[config.mk]
export PLATFORM = sky130hd
export DESIGN_NAME = lut_cascade_prog
export DESIGN_NICKNAME = d
export VERILOG_FILES = /design/src/rtl/lut_cascade_pkg.sv /design/src/rtl/lut4_eval.sv /design/src/rtl/lut_cascade_prog.sv
export SDC_FILE = /design/constraint.sdc
export NUM_CORES = 1
export LEC_CHECK = 0
export BUFFER_PORTS_ARGS = -buffer_cell sky130_fd_sc_hd__clkbuf_2
export CAP_MARGIN = 20
export CORE_UTILIZATION = 63
export CTS_CLUSTER_DIAMETER = 60
export CTS_CLUSTER_SIZE = 20
export DETAILED_ROUTE_END_ITERATION = 12
export PLACE_DENSITY_LB_ADDON = 0.2
export SLEW_MARGIN = 20
export SYNTH_ARGS = -nofsm -noshare
export SYNTH_HDL_FRONTEND = slang
export SYNTH_SLANG_ARGS = --single-unit
[constraint.sdc]
create_clock -name clk -period 3.7 [get_ports clk]
set_input_delay 0.37 -clock clk [delete_from_list [all_inputs] [get_ports clk]]
set_output_delay 0.37 -clock clk [all_outputs]
set_load 0.005 [all_outputs]
[src/rtl/lut_cascade_pkg.sv]
// Shared types and constants for the programmable two-stage LUT cascade.
// Holds the config FSM encoding, load length and power-on truth tables.
package lut_cascade_pkg;

  typedef enum logic [1:0] {
    IDLE   = 2'd0,
    LOAD   = 2'd1,
    COMMIT = 2'd2
  } cfg_state_t;

  localparam int unsigned CFG_BYTES = 4;
  localparam int unsigned CNT_W     = $clog2(CFG_BYTES);

  localparam logic [15:0] INIT_A_DEF = 16'hD701;
  localparam logic [15:0] INIT_B_DEF = 16'hD601;

endpackage

[src/rtl/lut4_eval.sv]
// Combinational 4-input LUT: bit n of the truth table is the output for index n.
// No state and no handshake.
module lut4_eval (
  input  logic [15:0] init_i,
  input  logic [3:0]  idx_i,
  output logic        out_o
);

  assign out_o = init_i[idx_i];

endmodule

[src/rtl/lut_cascade_prog.sv]
// Two-stage LUT cascade (A on I[3:0], B on {A, I[6:4]}) with a byte-wide config port.
// I->O latency 1 cycle (PIPE=0) or 2 (PIPE=1); evaluation never stalls, config stalls only in COMMIT.
module lut_cascade_prog
  import lut_cascade_pkg::*;
#(
  parameter logic [15:0] INIT_A = INIT_A_DEF,
  parameter logic [15:0] INIT_B = INIT_B_DEF,
  parameter int unsigned PIPE   = 0
) (
  input  logic       clk,
  input  logic       rst,
  input  logic       cfg_valid,
  output logic       cfg_ready,
  input  logic [7:0] cfg_data,
  input  logic       cfg_abort,
  output logic       cfg_done,
  input  logic       in_valid,
  input  logic [6:0] I,
  output logic       out_valid,
  output logic [1:0] O
);

  cfg_state_t       state_q;
  logic [CNT_W-1:0] cnt_q;
  logic [31:0]      shadow_q;
  logic [15:0]      act_a_q;
  logic [15:0]      act_b_q;
  logic             ready_q;
  logic             done_q;

  // Abort wins over a simultaneous byte, so the handshake is withheld that cycle.
  assign cfg_ready = ready_q & ~cfg_abort;
  assign cfg_done  = done_q;

  always_ff @(posedge clk) begin
    if (rst) begin
      state_q  <= IDLE;
      cnt_q    <= '0;
      shadow_q <= '0;
      act_a_q  <= INIT_A;
      act_b_q  <= INIT_B;
      ready_q  <= 1'b0;
      done_q   <= 1'b0;
    end else begin
      ready_q <= 1'b1;
      done_q  <= 1'b0;
      case (state_q)
        IDLE, LOAD: begin
          if (cfg_abort) begin
            state_q <= IDLE;
            cnt_q   <= '0;
          end else if (cfg_valid) begin
            shadow_q[{cnt_q, 3'b000} +: 8] <= cfg_data;
            if (cnt_q == CNT_W'(CFG_BYTES - 1)) begin
              state_q <= COMMIT;
              cnt_q   <= '0;
              ready_q <= 1'b0;
              done_q  <= 1'b1;
            end else begin
              state_q <= LOAD;
              cnt_q   <= cnt_q + CNT_W'(1);
            end
          end
        end
        COMMIT: begin
          act_a_q <= shadow_q[15:0];
          act_b_q <= shadow_q[31:16];
          state_q <= IDLE;
        end
        default: begin
          state_q <= IDLE;
          cnt_q   <= '0;
        end
      endcase
    end
  end

  logic        a_w;
  logic        b_w;
  logic        s1_a;
  logic        s1_vld;
  logic [2:0]  s1_hi;
  logic [15:0] s1_initb;

  lut4_eval u_lut_a (
    .init_i (act_a_q),
    .idx_i  (I[3:0]),
    .out_o  (a_w)
  );

  generate
    if (PIPE != 0) begin : g_pipe
      logic        a_q;
      logic        vld_q;
      logic [2:0]  hi_q;
      logic [15:0] initb_q;

      // B's table travels with the sample so a commit cannot split one evaluation.
      always_ff @(posedge clk) begin
        if (rst) begin
          a_q     <= 1'b0;
          vld_q   <= 1'b0;
          hi_q    <= '0;
          initb_q <= '0;
        end else begin
          vld_q <= in_valid;
          if (in_valid) begin
            a_q     <= a_w;
            hi_q    <= I[6:4];
            initb_q <= act_b_q;
          end
        end
      end

      assign s1_a     = a_q;
      assign s1_vld   = vld_q;
      assign s1_hi    = hi_q;
      assign s1_initb = initb_q;
    end else begin : g_comb
      assign s1_a     = a_w;
      assign s1_vld   = in_valid;
      assign s1_hi    = I[6:4];
      assign s1_initb = act_b_q;
    end
  endgenerate

  lut4_eval u_lut_b (
    .init_i (s1_initb),
    .idx_i  ({s1_a, s1_hi}),
    .out_o  (b_w)
  );

  logic       out_vld_q;
  logic [1:0] o_q;

  always_ff @(posedge clk) begin
    if (rst) begin
      out_vld_q <= 1'b0;
      o_q       <= 2'b00;
    end else begin
      out_vld_q <= s1_vld;
      if (s1_vld) begin
        o_q <= {b_w, s1_a};
      end
    end
  end

  assign out_valid = out_vld_q;
  assign O         = o_q;

endmodule

==> metrics.log, run 1 <==
[metrics] status: finished clean
[metrics] die extent in x: 70.38 um
[metrics] Setup violations, final: 0
[metrics] average cell area after synthesis: 9.147 um2
[metrics] Mapped Nets: 348
[metrics] total wire length after detailed routing: 6.260 mm
[metrics] Synth warnings: 0
[metrics] Core Region: 4414 um2
[metrics] crit path capture type: flop
[metrics] Worst Hold Class: in2reg
[metrics] series of cell instances along the critical path: inv_1, ha_1, nor3_1, nand3_1, a21oi_1
[metrics] unrepaired setup endpoints after global routing: false
[metrics] most used cells in the layout excluding fill and tap cells: 85 x nand2_1, 73 x dfxtp_1, 37 x a21oi_1, 24 x clkbuf_2, 15 x nor2_1
[metrics] depth of the worst register-to-register path: 5
[metrics] fraction of synthesized cell area taken by the top area cell type: 0.4962
[metrics] flop2flop setup slack: 1430 ps
[metrics] placement-stage worst setup slack: 1537 ps
[metrics] number of top-level design ports: 25
[metrics] chip height: 70.38 um
[metrics] register area share after synthesis: 0.4962
[metrics] delay of the slowest critical-path stage: 730 ps
[metrics] PostCTS Resize Cnt: 0
[metrics] Fin Setup TNS: 0 ps
[metrics] Lkg Pwr: 1.237 nW
[metrics] CTS sink count: 73
[metrics] Congestion Overflow GR: 0
[metrics] distinct cell type count after synthesis: 31
[metrics] cell at the root of the clock tree: clkbuf_8
[metrics] number of nets with antenna violations after detailed routing: 0
[metrics] launching point of the worst reg2reg path: cnt_q[0]
[metrics] number of pins exceeding their max-slew limit in the final report: 0
[metrics] final routed wire length divided by cell count: 15.73 um
[metrics] total clock buffers created by CTS: 9
[metrics] relative slew slack: 0.4191
[metrics] HPWL reported at the end of detailed placement: 4.218 mm
[metrics] floorplan row count: 24
[metrics] part of the cycle the worst path needs: 0.6138
[metrics] area added between synthesis and finish: 11.30%
[metrics] initial core utilization: 0.6672
[metrics] Reg2Reg Capture Point: shadow_q[5]
[metrics] maximum number of pins on one net before global-route repair: 34
[metrics] Max clock buf depth: 2
[metrics] fill cell instance count of the final layout: 336
[metrics] post-CTS setup-driven buffer insertion count: 0
[metrics] number of H-tree levels: 3
[metrics] met1 track utilization from global routing: 0.3867
[metrics] die area: 4953 um2
[metrics] Arrival @ worst endpoint: 2550 ps
[metrics] CTS tree: built
[metrics] Via-to-Cell Ratio: 6.005
[metrics] cell type with the largest total area after synthesis: dfxtp_1
[metrics] footprint of the multi-input gates: 1409 um2
[metrics] number of hold-repair buffers added at the cts stage: 0
[metrics] fmax: 440.3 MHz
[metrics] peak supply drop: 0.2716 mV
[metrics] Worst Path Max Fanout: 9
[metrics] drt pass-1 iters: 6
[metrics] grt met3 use: 0.1039
[metrics] Hold Path Cell Cnt: 2
[metrics] max cap viols: 0
[metrics] worst-margin pin slew: 864.7 ps
[metrics] clock transition time at the flip-flop clock pins of the worst setup and hold paths: 70 ps
[metrics] Final Hold Violating Endpoints: 0
[metrics] Power per Cell Area: 451.0 nW/um2
[metrics] global-route wire length before repair: 10.78 mm
[metrics] vias in the first global route: 2247
[metrics] initial antenna violation count: 0
[metrics] final core area utilization: 0.7426
[metrics] footprint of the flip-flops and latches: 1461 um2
[metrics] total of flip-flops plus latches after synthesis: 73
[metrics] Netlist Area Pre-Place: 2945 um2
[metrics] Total GRT Usage: 0.2877
[metrics] most common cell after layout, fill and taps aside: nand2_1
[metrics] met2 layer usage reported by global route: 0.4296
[metrics] endpoint of the worst hold-timing path: state_q[0]
[metrics] number of instances in the synthesized netlist: 322
[metrics] setup slack after layout: 1429 ps
[metrics] Area contributors post-synth: dfxtp_1 50%, nand2_1 11%, a21oi_1 6.3%, mux4_2 5.4%, nand3b_1 3.6%
[metrics] worst min-delay path startpoint: cfg_abort
[metrics] Worst Path Class, Setup: reg2reg
[metrics] violation count after the first detailed-route iteration: 199
[metrics] cell with the largest stage delay on the worst path: nor3_1
[metrics] total number of vias: 2390
[metrics] net count of the finished layout: 367
[metrics] data required time of the worst path: 3980 ps
[metrics] kind of start point of the critical path: flop
[metrics] post-route DRC violation count: 0
[metrics] port buffer count: 24
[metrics] number of inserted diodes: 0
[metrics] Skew-Pair Late Insertion Delay: 340 ps
[metrics] busiest metal layer after global routing: met2
[metrics] Routability Congestion: 0.8913
[metrics] Final min period: 2271 ps
[metrics] clock tree skew after final layout: 3.909 ps
[metrics] fraction of layout instances using a drive strength above 1: 0.1561
## synthesized netlist by cell type, drive strengths merged
master,n
o31ai,1
nor4b,1
o21ai,2
nor2b,5
a22o,8
nand2b,4
ha,6
nand2,85
mux4,8
clkbuf,18
a22oi,10
nor2,15
nand3,14
inv,4
nand4,2
nor3,1
mux2i,1
nand4bb,1
a32o,2
a21oi,37
and2,3
nor4,3
o211ai,1
nand3b,14
dfxtp,73
or3b,1
nor3b,1
mux2,1
## layer usage
metal / up-vias / wire [um]
li1: 1158 / -
met1: 1135 / 2851
met2: 83 / 2823
met3: 14 / 456
met4: 0 / 128
met5: - / 0
## final cells by class
type,count,share of cell area
sequential,73,0.4458
multi-input combinational,227,0.4298
clock inverter,2,0.003053
timing repair buffer,26,0.04122
tap,52,0.01985
clock buffer,14,0.05573
inverter,4,0.004580
## per-stage QoR
| step | total power, W | area, um2 | hold WS [ps] | std cells |
|---|---|---|---|---|
| floorplan | 0.0008654 | 2945 | 431.2 | 322 |
| global placement | 0.0008996 | 3080 | 440.3 | 382 |
| detailed placement | 0.0009012 | 3085 | 445.4 | 382 |
| CTS | 0.001485 | 3278 | 278.1 | 398 |
| global route | 0.001531 | 3278 | 278.8 | 398 |
| finish | 0.001479 | 3278 | 295.9 | 398 |
## logic make-up after synthesis
| logic type | count (synthesis) | synth area share |
|---|---|---|
| and+or+nand+nor | 150 | 0.2532 |
| AOI/OAI and AO/OA | 61 | 0.1274 |
| DFF | 73 | 0.4962 |
| adders and majority gates | 6 | 0.02549 |
| muxes | 10 | 0.06967 |
| buffers and inverters | 22 | 0.02803 |
## power by group
part | leakage [nW] | total (W) | switching (W) | internal, W
clock network | 0.102 | 0.000594 | 0.000279 | 0.000315
logic | 0.545 | 0.0000864 | 0.0000531 | 0.0000333
registers | 0.590 | 0.000798 | 0.00000509 | 0.000793
total | 1.24 | 0.00148 | 0.000337 | 0.00114
## critical path, delay by kind of cell, from the launching register on
family	cells	cell delay, ps
adder cells (fa/ha/maj)	1	400
AO/OA/AOI/OAI	1	170
buffers and inverters	1	170
flip-flops	1	540
AND/OR/NAND/NOR	2	920
## flip-flops by register name, summed over array words and instances (netlist names)
name	flops
cnt_q	2
act_b_q	16
out_valid	1
ready_q	1
O	2
state_q	2
shadow_q	32
act_a_q	16
cfg_done	1
## worst max path at each step
stage               startpoint     endpoint  slack, ps  cells past startpoint
floorplan             cnt_q[0]  shadow_q[0]       1860                      5
global placement      cnt_q[0]  shadow_q[3]       1650                      5
detailed placement    cnt_q[0]  shadow_q[3]       1540                      5
CTS                   cnt_q[0]  shadow_q[5]       1480                      5
global route          cnt_q[0]  shadow_q[1]       1250                      5
finish                cnt_q[0]  shadow_q[5]       1430                      5
Note: power is estimated with default switching activity, not from simulation.
==> run 2, diff against run 1 <==
CORE_UTILIZATION = 58   (was 63)
clock period = 2.2 ns   (was 3.7 ns; I/O delays follow)
==> run 2 against run 1 <==
  * Combinational power grew 76%
  * Critical path depth grew 1
  * Cell count grew 4.0%
==> metrics.log, run 2 (synthesis gave the netlist of run 1 again) <==
[metrics] data required time of the worst path: 2470 ps
[metrics] number of flip-flops in the largest register: 32
[metrics] series of cell instances along the critical path: inv_1, ha_1, nand2b_1, nor2_1, nand3_1, a21oi_1
[metrics] HPWL reported at the end of detailed placement: 4.226 mm
[metrics] final routed wire length divided by cell count: 15.13 um
[metrics] relative slew slack: 0.4879
[metrics] peak supply drop: 0.5031 mV
[metrics] net count of the finished layout: 371
[metrics] post-CTS setup-driven buffer insertion count: 0
[metrics] Final min period: 1870 ps
[metrics] maximum number of pins on one net before global-route repair: 57
[metrics] total wire length after detailed routing: 6.262 mm
[metrics] setup slack after layout: 329.6 ps
[metrics] number of nets with antenna violations after detailed routing: 0
[metrics] Worst path top cell family by delay: simple AND/OR/NAND/NOR gates
[metrics] area added between synthesis and finish: 11.34%
[metrics] most used cells in the layout excluding fill and tap cells: 85 x nand2_1, 73 x dfxtp_1, 37 x a21oi_1, 24 x clkbuf_2, 15 x nor2_1
[metrics] status: finished clean
[metrics] number of inserted diodes: 0
[metrics] number of pins exceeding their max-slew limit in the final report: 0
[metrics] Worst Hold Class: in2reg
[metrics] total clock buffers created by CTS: 9
[metrics] kind of start point of the critical path: flop
[metrics] unrepaired setup endpoints after global routing: false
[metrics] CTS sink count: 73
[metrics] max cap viols: 0
[metrics] vias in the first global route: 2107
[metrics] PostCTS Resize Cnt: 0
[metrics] cell with the largest stage delay on the worst path: nor2_1
[metrics] Total GRT Usage: 0.2622
[metrics] part of the cycle the worst path needs: 0.8502
[metrics] Via-to-Cell Ratio: 5.655
[metrics] cell at the root of the clock tree: clkbuf_8
[metrics] Power per Cell Area: 716.8 nW/um2
[metrics] die area: 5367 um2
[metrics] worst-margin pin slew: 768.1 ps
[metrics] non-filler cells in the finished layout: 414
[metrics] die extent in x: 73.26 um
[metrics] fraction of layout instances using a drive strength above 1: 0.1556
[metrics] Min Hold Slack: 145.1 ps
[metrics] registers with the most flip-flops: shadow_q: 32 flops, act_a_q: 16 flops, act_b_q: 16 flops
[metrics] flop2flop setup slack: 330 ps
[metrics] floorplan row count: 25
[metrics] placement-stage worst setup slack: 417.7 ps
[metrics] total number of vias: 2341
[metrics] Routability Congestion: 0.8274
[metrics] initial antenna violation count: 0
[metrics] drt pass-1 iters: 4
[metrics] fill cell instance count of the final layout: 425
[metrics] Skew-Pair Late Insertion Delay: 340 ps
[metrics] Arrival @ worst endpoint: 2140 ps
[metrics] chip height: 73.26 um
[metrics] Congestion Overflow GR: 0
[metrics] number of H-tree levels: 3
[metrics] Worst Path Max Fanout: 8
[metrics] number of top-level design ports: 25
[metrics] global-route wire length before repair: 10.38 mm
[metrics] Setup violations, final: 0
[metrics] fmax: 534.6 MHz
[metrics] clock transition time at the flip-flop clock pins of the worst setup and hold paths: 70 ps
[metrics] Lkg Pwr: 1.233 nW
[metrics] post-route DRC violation count: 0
[metrics] crit path capture type: flop
[metrics] Bufs and invs on worst path: 1
[metrics] Core Region: 4817 um2
[metrics] Fin Setup TNS: 0 ps
[metrics] Final Hold Violating Endpoints: 0
[metrics] initial core utilization: 0.6114
[metrics] number of hold-repair buffers added at the cts stage: 0
[metrics] violation count after the first detailed-route iteration: 179
[metrics] clock tree skew after final layout: 5.543 ps
[metrics] Max clock buf depth: 2
[metrics] CTS tree: built
[metrics] delay of the slowest critical-path stage: 420 ps
[metrics] Worst Path Class, Setup: reg2reg
[metrics] Largest Register: shadow_q
[metrics] placed cell count: 401
[metrics] most common cell after layout, fill and taps aside: nand2_1
[metrics] port buffer count: 24
==> run 2: area by class of cell <==
cell class | instances | area [um2] | share of cell area
Sequential cell | 73 | 1461 | 0.4456
Clock buffer | 12 | 145.1 | 0.04426
Tap cell | 67 | 83.83 | 0.02556
Timing Repair Buffer | 30 | 165.2 | 0.05036
Multi-Input combinational cell | 227 | 1404 | 0.4281
Inverter | 4 | 15.01 | 0.004578
Clock inverter | 1 | 5.005 | 0.001526
==> run 2: report_power, final <==
| group | internal [W] | total, W | switching [W] |
|---|---|---|---|
| Combinational | 0.0000605 | 0.000152 | 0.0000914 |
| Clock | 0.000420 | 0.000858 | 0.000438 |
| Sequential | 0.00133 | 0.00134 | 0.00000662 |
| Total | 0.00181 | 0.00235 | 0.000536 |
==> run 2: routing by layer <==
| layer | routed length (um) | share of wire | global-route usage | vias up |
|---|---|---|---|---|
| li1 | - | - | - | 1164 |
| met3 | 314 | 0.050 | 0.05624 | 10 |
| met5 | 0 | 0 | 0 | - |
| met2 | 2857 | 0.46 | 0.3920 | 60 |
| met4 | 97 | 0.015 | 0.1155 | 0 |
| met1 | 2994 | 0.48 | 0.3660 | 1107 |
==> run 2: path summary, 6_finish.rpt <==
check | cells past startpoint | end | startpoint
max | 6 | shadow_q[8] | cnt_q[1]
max reg2reg | 6 | shadow_q[8] | cnt_q[1]
min | 2 | state_q[0] | cfg_abort
min reg2reg | 2 | act_b_q[11] | act_b_q[11]
==> run 2: worst register-to-register path: stages (launching register included) <==
cell and delay, ps:
dfxtp_1 410, inv_1 110, ha_1 400, nand2b_1 140, nor2_1 420, nand3_1 160
a21oi_1 160
==> run 2: through the flow <==
| stage | util | cell area, um2 | power [W] |
|---|---|---|---|
| after global placement | 0.6496 | 3129 | 0.001518 |
| after CTS | 0.6808 | 3279 | 0.002368 |
| final | 0.6808 | 3279 | 0.002351 |
| after detailed placement | 0.6496 | 3129 | 0.001521 |
| after floorplan | - | 2945 | 0.001455 |
| after global routing | 0.6808 | 3279 | 0.002432 |
